--- config.mk ---
export PLATFORM = sky130hd
export DESIGN_NAME = uart_tx
export DESIGN_NICKNAME = d
export VERILOG_FILES = /design/src/rtl/uart_pkg.sv /design/src/rtl/uart_baud_gen.sv /design/src/rtl/uart_tx.sv
export SDC_FILE = /design/constraint.sdc
export NUM_CORES = 1
export LEC_CHECK = 0
export ABC_AREA = 1
export BUFFER_PORTS_ARGS = -buffer_cell sky130_fd_sc_hd__buf_2
export CORE_ASPECT_RATIO = 1.4
export CORE_MARGIN = 10
export CORE_UTILIZATION = 25
export DETAILED_ROUTE_END_ITERATION = 8
export GPL_TIMING_DRIVEN = 1
export PLACE_DENSITY = 0.46
export SYNTH_ARGS = -nofsm -noshare
export SYNTH_HDL_FRONTEND = slang
export SYNTH_SLANG_ARGS = --single-unit
--- constraint.sdc ---
create_clock -name clk -period 2.9 [get_ports clk]
set_clock_uncertainty 0.05 [all_clocks]
set_input_delay 0.58 -clock clk [delete_from_list [all_inputs] [get_ports clk]]
set_output_delay 0.58 -clock clk [all_outputs]
set_load 0.02 [all_outputs]
--- src/rtl/uart_pkg.sv ---
// Definitions shared by the UART transmitter and the future receiver.
package uart_pkg;

  typedef enum logic {
    IDLE,
    TRANSMIT
  } uart_state_e;

  localparam int unsigned FRAME_BITS = 10;
  // 50 MHz system clock at 19200 baud
  localparam int unsigned BAUD_DIV_DEFAULT = 2604;

endpackage

--- src/rtl/uart_baud_gen.sv ---
// Bit-period counter: pulses shift_o on the last clock of each bit while enabled.
module uart_baud_gen
  import uart_pkg::*;
#(
  parameter int unsigned BAUD_DIV = BAUD_DIV_DEFAULT
) (
  input  logic clk,
  input  logic rst_n,
  input  logic clr_i,
  input  logic en_i,
  output logic shift_o
);

  localparam int unsigned CntW = $clog2(BAUD_DIV);
  localparam logic [CntW-1:0] CntMax = CntW'(BAUD_DIV - 1);

  logic [CntW-1:0] cnt_q, cnt_d;

  always_comb begin
    cnt_d = cnt_q;
    if (clr_i) begin
      cnt_d = '0;
    end else if (en_i) begin
      cnt_d = (cnt_q == CntMax) ? '0 : cnt_q + CntW'(1);
    end
  end

  always_ff @(posedge clk or negedge rst_n) begin
    if (!rst_n) begin
      cnt_q <= '0;
    end else begin
      cnt_q <= cnt_d;
    end
  end

  assign shift_o = en_i && (cnt_q == CntMax);

endmodule

--- src/rtl/uart_tx.sv ---
// 8N1 UART transmitter: start bit, 8 data bits LSB first, stop bit.
module uart_tx
  import uart_pkg::*;
#(
  parameter int unsigned BAUD_DIV = BAUD_DIV_DEFAULT
) (
  input  logic       clk,
  input  logic       rst_n,
  input  logic       trmt,
  input  logic [7:0] tx_data,
  output logic       TX,
  output logic       busy,
  output logic       tx_done
);

  localparam logic [3:0] LastBit = 4'(FRAME_BITS - 1);

  uart_state_e state_q, state_d;
  logic [FRAME_BITS-1:0] shift_reg_q, shift_reg_d;
  logic [3:0]            bit_cnt_q, bit_cnt_d;
  logic                  busy_q, busy_d;
  logic                  tx_done_q, tx_done_d;
  logic                  accept;
  logic                  frame_end;
  logic                  baud_shift;

  uart_baud_gen #(
    .BAUD_DIV(BAUD_DIV)
  ) u_baud_gen (
    .clk    (clk),
    .rst_n  (rst_n),
    .clr_i  (accept),
    .en_i   (state_q == TRANSMIT),
    .shift_o(baud_shift)
  );

  assign accept    = (state_q == IDLE) && trmt;
  assign frame_end = (state_q == TRANSMIT) && baud_shift && (bit_cnt_q == LastBit);

  always_comb begin
    state_d     = state_q;
    shift_reg_d = shift_reg_q;
    bit_cnt_d   = bit_cnt_q;
    busy_d      = busy_q;
    unique case (state_q)
      IDLE: begin
        if (trmt) begin
          shift_reg_d = {1'b1, tx_data, 1'b0};
          bit_cnt_d   = '0;
          busy_d      = 1'b1;
          state_d     = TRANSMIT;
        end
      end
      TRANSMIT: begin
        if (baud_shift) begin
          // Filling with ones leaves the line idle high once the stop bit is shifted out
          shift_reg_d = {1'b1, shift_reg_q[FRAME_BITS-1:1]};
          bit_cnt_d   = bit_cnt_q + 4'd1;
          if (bit_cnt_q == LastBit) begin
            busy_d  = 1'b0;
            state_d = IDLE;
          end
        end
      end
    endcase
  end

  // Set wins over clear
  always_comb begin
    tx_done_d = tx_done_q;
    if (frame_end) begin
      tx_done_d = 1'b1;
    end else if (accept) begin
      tx_done_d = 1'b0;
    end
  end

  always_ff @(posedge clk or negedge rst_n) begin
    if (!rst_n) begin
      state_q     <= IDLE;
      shift_reg_q <= '1;
      bit_cnt_q   <= '0;
      busy_q      <= 1'b0;
      tx_done_q   <= 1'b0;
    end else begin
      state_q     <= state_d;
      shift_reg_q <= shift_reg_d;
      bit_cnt_q   <= bit_cnt_d;
      busy_q      <= busy_d;
      tx_done_q   <= tx_done_d;
    end
  end

  assign TX      = shift_reg_q[0];
  assign busy    = busy_q;
  assign tx_done = tx_done_q;

endmodule

==> qor.yml, run 1 <==
tritoncts: "built"
cts_hold_buf: 0
grt.total_usage: 0.0820
maxSlewViolCount: 0
critPathTopFamily: "flip-flops"
floorplan.rows: 34
syn_nets: 241
finalNonFillerCells: 310
synth-seq-area-share: 0.432
hold_viol_final: 0
firstDrtPassIters: 4
r2r_end: "u_baud_gen.cnt_q[4]"
drc: 0
ys_seq_elements: 28
critPathKind: "register to register"
postRouteAntennaNets: 0
die_h_um: 116
crit_slowest_cell: "dfrtp_1"
yosys_warnings: 0
ys_types: 26
outcome: "finished, final reports clean"
final_area_um2: 1800
p_leak_nw: 0.896
cp.depth: 3
placed_area_um2: 1760
dp_cells: 306
hpwl_um: 2930
vias_per_cell: 4.58
grt_pass1_vias: 1386
io_pins: 14
final.setup.tns_ns: 0
syn_area_per_cell_um2: 7.26
overflow: 0
grt_first_pass_wirelength_um: 6710
routedWlPerCell_um: 12.8
antenna_cells: 0
final_nets: 253
syn_to_final_growth_pct: 9.42
synth-edff-count: 0
path_cells: "nor2_2 -> clkinv_1 -> o22ai_1"
die_w_um: 88.6
cts_resized: 0
place_congestion: 0.801
clk_pin_slew_ns: 0.10
slew_headroom: 0.567
maxCapViolations: 0
final_layout_size_suffix_gt1_frac: 0.168
timing.final.crit_share: 0.667
portBuffers: 13
drt-total-wl_um: 3970
htree_levels: 1
clkSinkCount: 28
setup_viol: 0
critPathMaxStageDelay_ns: 0.60
crit_fanout: 15
reg2reg_depth: 3
worstMarginPinSlew_ns: 0.649
core_area_um2: 6300
max_freq_ghz: 0.517
synthCells: 227
grt_max_degree: 29
worstSetupEndpointType: "register"
seqCellArea_um2: 712
timing.final.crit_period_ns: 1.93
layout_commonest_cell: "nand2_1"
vias: 1421
grt_setup_unrepaired: "false"
num-fill-cells: 731
layout_common_cells: "nand2_1 (88), nand3_1 (38), dfrtp_1 (19)"
synth_area_um2: 1650
start_kind: "register"
timing.rr.start: "state_q"
critPathRequiredTime_ns: 3.04
drt_first_iter_violations: 35
r2r_slack_ns: 0.97
synthFlopType: "dfrtp_1"
cts_made_buffers: 3
antenna_found_initial: 0
hold_path.class: "input port to asynchronous set/reset pin"
cts_setup_buffers: 0
clockBufferDepth: 2
pwr_density_cell_nw_per_um2: 349
initial_core_util: 0.262
dieArea_um2: 10300
root_buffer: "clkbuf_8"
clock_latency_ns: 0.27
path_buf_inv: 1
synth-async-reset-ratio: 1.00
arrival_ns: 2.08
multi_input_area_um2: 812
ir_drop_v: 0.000142
worst max path at each step:
stage | from | to | slack, ns
3_3_place_gp | state_q | u_baud_gen.cnt_q[2] | 1.00
4_1_cts | state_q | u_baud_gen.cnt_q[4] | 0.92
2_1_floorplan | u_baud_gen.cnt_q[0] | state_q | 1.55
5_1_grt | state_q | u_baud_gen.cnt_q[2] | 0.76
6_report | state_q | u_baud_gen.cnt_q[4] | 0.97
3_5_place_dp | state_q | u_baud_gen.cnt_q[4] | 0.94
synth_stat cells (2+ instances only):
master,n,share of area
inv_2,4,0.0091
xor2_1,4,0.021
dfstp_2,9,0.14
ha_1,3,0.023
nand4_1,3,0.011
nand3_2,2,0.012
inv_1,16,0.036
buf_2,3,0.0091
nand2_1,88,0.20
nor2_2,6,0.023
o21ai_0,5,0.015
o22ai_1,2,0.0076
nand3_1,38,0.12
nor2_1,14,0.032
dfrtp_1,19,0.29
flip-flops by register name, summed over array words and instances, names as in the netlist:
name	count
u_baud_gen.cnt_q	12
shift_reg_q	9
state_q	1
busy	1
tx_done	1
bit_cnt_q	4
area by class of cell:
| class | count | share of cell area |
|---|---|---|
| timing repair buffer | 13 | 0.0361 |
| sequential | 28 | 0.395 |
| multi-input combinational | 172 | 0.450 |
| tap | 72 | 0.0500 |
| clock buffer | 4 | 0.0250 |
| inverter | 21 | 0.0437 |
logic make-up after synthesis:
family / after synthesis / synth area share
and+or+nand+nor: 155 / 0.414
DFF: 28 / 0.432
adders and majority gates: 3 / 0.0228
buffers and inverters: 27 / 0.0752
AOI/OAI and AO/OA: 10 / 0.0349
xor gates and xnor gates: 4 / 0.0213
through the flow:
step,worst slack [ns],hold WS [ns],power [mW],util
2_1_floorplan,1.55,0.234,0.398,-
3_3_place_gp,1.00,0.402,0.413,0.279
3_5_place_dp,0.940,0.409,0.413,0.279
4_1_cts,0.918,0.293,0.639,0.286
5_1_grt,0.762,0.304,0.658,0.286
6_report,0.967,0.271,0.629,0.286
routing by layer:
layer | up-vias | track usage | share of wire
met5 | - | 0 | 0
met4 | 0 | 0.0259 | 0.0068
met3 | 2 | 0.0162 | 0.021
met2 | 11 | 0.144 | 0.53
met1 | 664 | 0.0971 | 0.44
li1 | 744 | - | -
where the power goes:
group          leakage, nW  internal [mW]  switching [mW]
Clock               0.0228         0.0986           0.125
Combinational        0.561        0.00468         0.00954
Sequential           0.312          0.391               0
Power figures use the tool's default switching activity.
==> run 2, diff against run 1 <==
==> constraint.sdc (replaced) <==
create_clock -name clk -period 1.8 [get_ports clk]
set_clock_uncertainty 0.05 [all_clocks]
set_input_delay 0.36 -clock clk [delete_from_list [all_inputs] [get_ports clk]]
set_output_delay 0.36 -clock clk [all_outputs]
set_load 0.02 [all_outputs]
==> qor.yml, run 2 (synthesized netlist as in run 1, its figures left out) <==
critPathKind: "register to register"  # unchanged
outcome: "finished, final reports clean"  # unchanged
worstSetupEndpointType: "register"  # unchanged
timing.final.crit_share: 0.865  # was 0.667
final.setup.tns_ns: 0  # unchanged
arrival_ns: 1.68  # was 2.08 ns
layout_commonest_cell: "nand2_1"  # unchanged
grt.total_usage: 0.0859  # was 0.0820
dieArea_um2: 10300  # unchanged
utilization: 0.292  # was 0.286
final_area_um2: 1840  # was 1800 um^2
postRouteAntennaNets: 0  # unchanged
clock_latency_ns: 0.28  # was 0.27 ns
slew_headroom: 0.573  # was 0.567
antenna_found_initial: 0  # unchanged
vias: 1495  # was 1,421
r2r_slack_ns: 0.24  # was 0.97 ns
grt_pass1_vias: 1539  # was 1,386
placed_area_um2: 1780  # was 1760 um^2
firstDrtPassIters: 4  # unchanged
htree_levels: 1  # unchanged
reg2reg_depth: 8  # was 3
r2r_end: "busy"  # was u_baud_gen.cnt_q[4]
max_freq_ghz: 0.643  # was 0.517 GHz
worstMarginPinSlew_ns: 0.641  # was 0.649 ns
portBuffers: 13  # unchanged
pwr_density_cell_nw_per_um2: 580  # was 349 nW/um^2
die_h_um: 116  # unchanged
setup_viol: 0  # unchanged
layout_common_cells: "nand2_1 (88), nand3_1 (38), dfrtp_1 (19)"  # unchanged
floorplan.rows: 34  # unchanged
final_nets: 256  # was 253
initial_core_util: 0.262  # unchanged
multi_input_area_um2: 812  # unchanged
top_register: "u_baud_gen.cnt_q"  # unchanged
hpwl_um: 3020  # was 2930 um
num-fill-cells: 715  # was 731
start_kind: "register"  # unchanged
clk_pin_slew_ns: 0.10  # about the same
maxCapViolations: 0  # unchanged
routedWlPerCell_um: 13.0  # was 12.8 um
grt_setup_unrepaired: "false"  # unchanged
grt_first_pass_wirelength_um: 7100  # was 6710 um
cts_resized: 0  # unchanged
overflow: 0  # unchanged
seqCellArea_um2: 712  # unchanged
crit_fanout: 6  # was 15
syn_to_final_growth_pct: 11.4  # was 9.42%
largest_reg_flops: 12  # unchanged
timing.rr.start: "u_baud_gen.cnt_q[0]"  # was state_q
clkSinkCount: 28  # unchanged
antenna_cells: 0  # unchanged
vias_per_cell: 4.78  # was 4.58
final_layout_size_suffix_gt1_frac: 0.183  # was 0.168
io_pins: 14  # unchanged
root_buffer: "clkbuf_8"  # unchanged
drt-total-wl_um: 4080  # was 3970 um
critPathRequiredTime_ns: 1.92  # was 3.04 ns
cts_hold_buf: 0  # unchanged
top_regs: "u_baud_gen.cnt_q (12), shift_reg_q (9), bit_cnt_q (4)"  # unchanged
ir_drop_v: 0.000209  # was 0.000142 V
cts_made_buffers: 3  # unchanged
maxSlewViolCount: 0  # unchanged
core_area_um2: 6300  # unchanged
p_leak_nw: 0.916  # was 0.896 nW
hold_viol_final: 0  # unchanged
place_congestion: 0.919  # was 0.801
grt_max_degree: 29  # unchanged
timing.final.crit_period_ns: 1.56  # was 1.93 ns
tritoncts: "built"  # unchanged
clockBufferDepth: 2  # unchanged
drt_first_iter_violations: 64  # was 35
cts_setup_buffers: 0  # unchanged
drc: 0  # unchanged
die_w_um: 88.6  # unchanged
hold_path.class: "input port to asynchronous set/reset pin"  # unchanged
## run 2: report_power, final
part | switching, mW | internal [mW]
Combinational | 0.0151 | 0.00752
Clock | 0.215 | 0.197
Sequential | 0 | 0.630
## run 2: how the worst max path moves through the flow
stage / start / endpoint / slack, ns / depth (start not counted)
finish: u_baud_gen.cnt_q[0] / busy / 0.24 / 8
global route: u_baud_gen.cnt_q[0] / u_baud_gen.cnt_q[11] / 0.09 / 8
CTS: u_baud_gen.cnt_q[0] / shift_reg_q[0] / 0.23 / 7
detailed placement: u_baud_gen.cnt_q[0] / shift_reg_q[0] / 0.25 / 7
global placement: u_baud_gen.cnt_q[0] / u_baud_gen.cnt_q[9] / 0.25 / 8
floorplan: u_baud_gen.cnt_q[0] / state_q / 0.45 / 7
## run 2: cell type report
class                           count  area share
Multi-Input combinational cell    172       0.442
Sequential cell                    28       0.388
Tap cell                           72      0.0491
Timing Repair Buffer               16      0.0477
Inverter                           21      0.0429
Clock buffer                        4      0.0300
## run 2: critical path, stage by stage (launching register included)
cell	delay [ns]
dfrtp_1	0.39
ha_1	0.28
inv_1	0.11
nor2_1	0.11
nand2_1	0.05
nor2_1	0.19
nand3_1	0.13
nand2_1	0.08
nand2_1	0.05
## run 2: per-layer routing
metal	track usage	up-vias	part of all wire
met3	0.0140	11	0.027
met2	0.152	27	0.50
li1	-	751	-
met4	0.0454	0	0.029
met5	0	-	0
met1	0.0950	706	0.44
## run 2: through the flow
step / hold slack, ns / setup WS, ns / cells / total power, mW
global placement: 0.383 / 0.245 / 309 / 0.666
CTS: 0.0664 / 0.230 / 313 / 1.08
finish: 0.0299 / 0.244 / 313 / 1.06
floorplan: 0.0144 / 0.450 / 227 / 0.641
detailed placement: 0.382 / 0.252 / 309 / 0.666
global route: 0.0939 / 0.0870 / 313 / 1.10
==> run 3, diff against run 2 <==
--- a/config.mk
+++ b/config.mk
@@ -9,10 +9,10 @@
 export BUFFER_PORTS_ARGS = -buffer_cell sky130_fd_sc_hd__buf_2
 export CORE_ASPECT_RATIO = 1.4
 export CORE_MARGIN = 10
-export CORE_UTILIZATION = 25
+export CORE_UTILIZATION = 26
 export DETAILED_ROUTE_END_ITERATION = 8
 export GPL_TIMING_DRIVEN = 1
-export PLACE_DENSITY = 0.46
+export PLACE_DENSITY = 0.47
 export SYNTH_ARGS = -nofsm -noshare
 export SYNTH_HDL_FRONTEND = slang
 export SYNTH_SLANG_ARGS = --single-unit
==> qor.yml, run 3 (synthesized netlist as in run 1, its figures left out) <==
cts_made_buffers: 3  # unchanged
cts_setup_buffers: 0  # unchanged
setup_viol: 0  # unchanged
start_kind: "register"  # unchanged
layout_commonest_cell: "nand2_1"  # unchanged
firstDrtPassIters: 4  # unchanged
drt-total-wl_um: 3980  # was 4080 um
tritoncts: "built"  # unchanged
worstSetupEndpointType: "register"  # unchanged
hold_viol_final: 0  # unchanged
drt_first_iter_violations: 56  # was 64
top_register: "u_baud_gen.cnt_q"  # unchanged
utilization: 0.297  # was 0.292
path_buf_inv: 0  # was 1
outcome: "finished, final reports clean"  # unchanged
vias: 1432  # was 1,495
cts_resized: 0  # unchanged
timing.final.crit_period_ns: 1.54  # was 1.56 ns
clkSinkCount: 28  # unchanged
clk_pin_slew_ns: 0.10  # about the same
die_h_um: 114  # was 116 um
clockBufferDepth: 2  # unchanged
maxSlewViolCount: 0  # unchanged
io_pins: 14  # unchanged
p_leak_nw: 0.918  # was 0.916 nW
vias_per_cell: 4.59  # was 4.78
die_w_um: 87.3  # was 88.6 um
syn_to_final_growth_pct: 11.9  # was 11.4%
portBuffers: 13  # unchanged
grt_setup_unrepaired: "false"  # unchanged
num-fill-cells: 698  # was 715
drc: 0  # unchanged
holdWs_ns: 0.0461  # was 0.0299 ns
antenna_cells: 0  # unchanged
antenna_found_initial: 0  # unchanged
worst_slack_ns: 0.256  # was 0.244 ns
htree_levels: 1  # unchanged
crit_slowest_cell: "dfrtp_1"  # unchanged
critPathTopFamily: "simple AND/OR/NAND/NOR gates"  # unchanged
place_congestion: 0.899  # was 0.919
layout_common_cells: "nand2_1 (88), nand3_1 (38), dfrtp_1 (19)"  # unchanged
grt_max_degree: 29  # unchanged
cp.depth: 6  # was 8
clock_latency_ns: 0.28  # about the same
floorplan.rows: 34  # unchanged
critPathMaxStageDelay_ns: 0.40  # was 0.39 ns
overflow: 0  # unchanged
core_area_um2: 6210  # was 6300 um^2
path_cells: "ha_1 -> nand3_1 -> nor2_2 -> nand3_2 -> nand3_1 -> nand2_1"  # was ha_1 -> inv_1 -> nor2_1 -> nand2_1 -> nor2_1 -> nand3_1 -> nand2_1 -> nand2_1
power.total_mw: 1.16  # was 1.06 mW
place_ws_ns: 0.258  # was 0.252 ns
hpwl_um: 2880  # was 3020 um
final_nets: 255  # was 256
arrival_ns: 1.68  # about the same
largest_reg_flops: 12  # unchanged
reg2reg_depth: 6  # was 8
postRouteAntennaNets: 0  # unchanged
pwr_density_cell_nw_per_um2: 630  # was 580 nW/um^2
ir_drop_v: 0.000263  # was 0.000209 V
maxCapViolations: 0  # unchanged
grt.total_usage: 0.0885  # was 0.0859
critPathRequiredTime_ns: 1.93  # was 1.92 ns
grt_first_pass_wirelength_um: 7240  # was 7100 um
slew_headroom: 0.560  # was 0.573
path_common_cell: "nand3_1"  # was nand2_1
crit_fanout: 13  # was 6
root_buffer: "clkbuf_8"  # unchanged
top_regs: "u_baud_gen.cnt_q (12), shift_reg_q (9), bit_cnt_q (4)"  # unchanged
timing.final.crit_share: 0.858  # was 0.865
grt_pass1_vias: 1505  # was 1,539
critPathKind: "register to register"  # unchanged
initial_core_util: 0.265  # was 0.262
final_layout_size_suffix_gt1_frac: 0.179  # was 0.183
routedWlPerCell_um: 12.8  # was 13.0 um
final.setup.tns_ns: 0  # unchanged
hold_path.class: "input port to asynchronous set/reset pin"  # unchanged
cts_hold_buf: 0  # unchanged
max_freq_ghz: 0.648  # was 0.643 GHz
dieArea_um2: 9970  # was 10,300 um^2
worstMarginPinSlew_ns: 0.660  # was 0.641 ns
## run 3: final cells by class
class | instances | area [um^2] | area share
Clock inverter | 1 | 30.0 | 0.0163
Clock buffer | 3 | 41.3 | 0.0224
Tap cell | 72 | 90.1 | 0.0488
Inverter | 21 | 78.8 | 0.0427
Timing Repair Buffer | 15 | 80.1 | 0.0434
Multi-Input combinational cell | 172 | 812 | 0.440
Sequential cell | 28 | 712 | 0.386
## run 3: report_power, final
part	switching, mW	internal (mW)	total (mW)
sequential	0	0.630	0.630
clock	0.211	0.298	0.509
combinational	0.0153	0.00751	0.0229
## run 3: through the flow
stage | cell area, um^2 | cells
finish | 1840 | 312
global route | 1840 | 312
CTS | 1840 | 312
detailed placement | 1770 | 308
global placement | 1770 | 308
floorplan | 1650 | 227
## run 3: final timing paths
kind	start	end	slack, ns
min in group clk	tx_data[3]	shift_reg_q[4]	0.33
hold reg to reg	shift_reg_q[1]	shift_reg_q[0]	0.42
max in group asynchronous	rst_n	bit_cnt_q[1]	1.23
hold / removal	rst_n	u_baud_gen.cnt_q[6]	0.05
setup / recovery	u_baud_gen.cnt_q[0]	bit_cnt_q[2]	0.26
setup reg to reg	u_baud_gen.cnt_q[0]	bit_cnt_q[2]	0.26
## run 3: per-layer routing
| layer | GRT usage | part of all wire | up-vias |
|---|---|---|---|
| met1 | 0.105 | 0.46 | 666 |
| met2 | 0.152 | 0.50 | 14 |
| met5 | 0 | 0 | - |
| li1 | - | - | 745 |
| met4 | 0.0362 | 0.025 | 0 |
| met3 | 0.0135 | 0.016 | 7 |
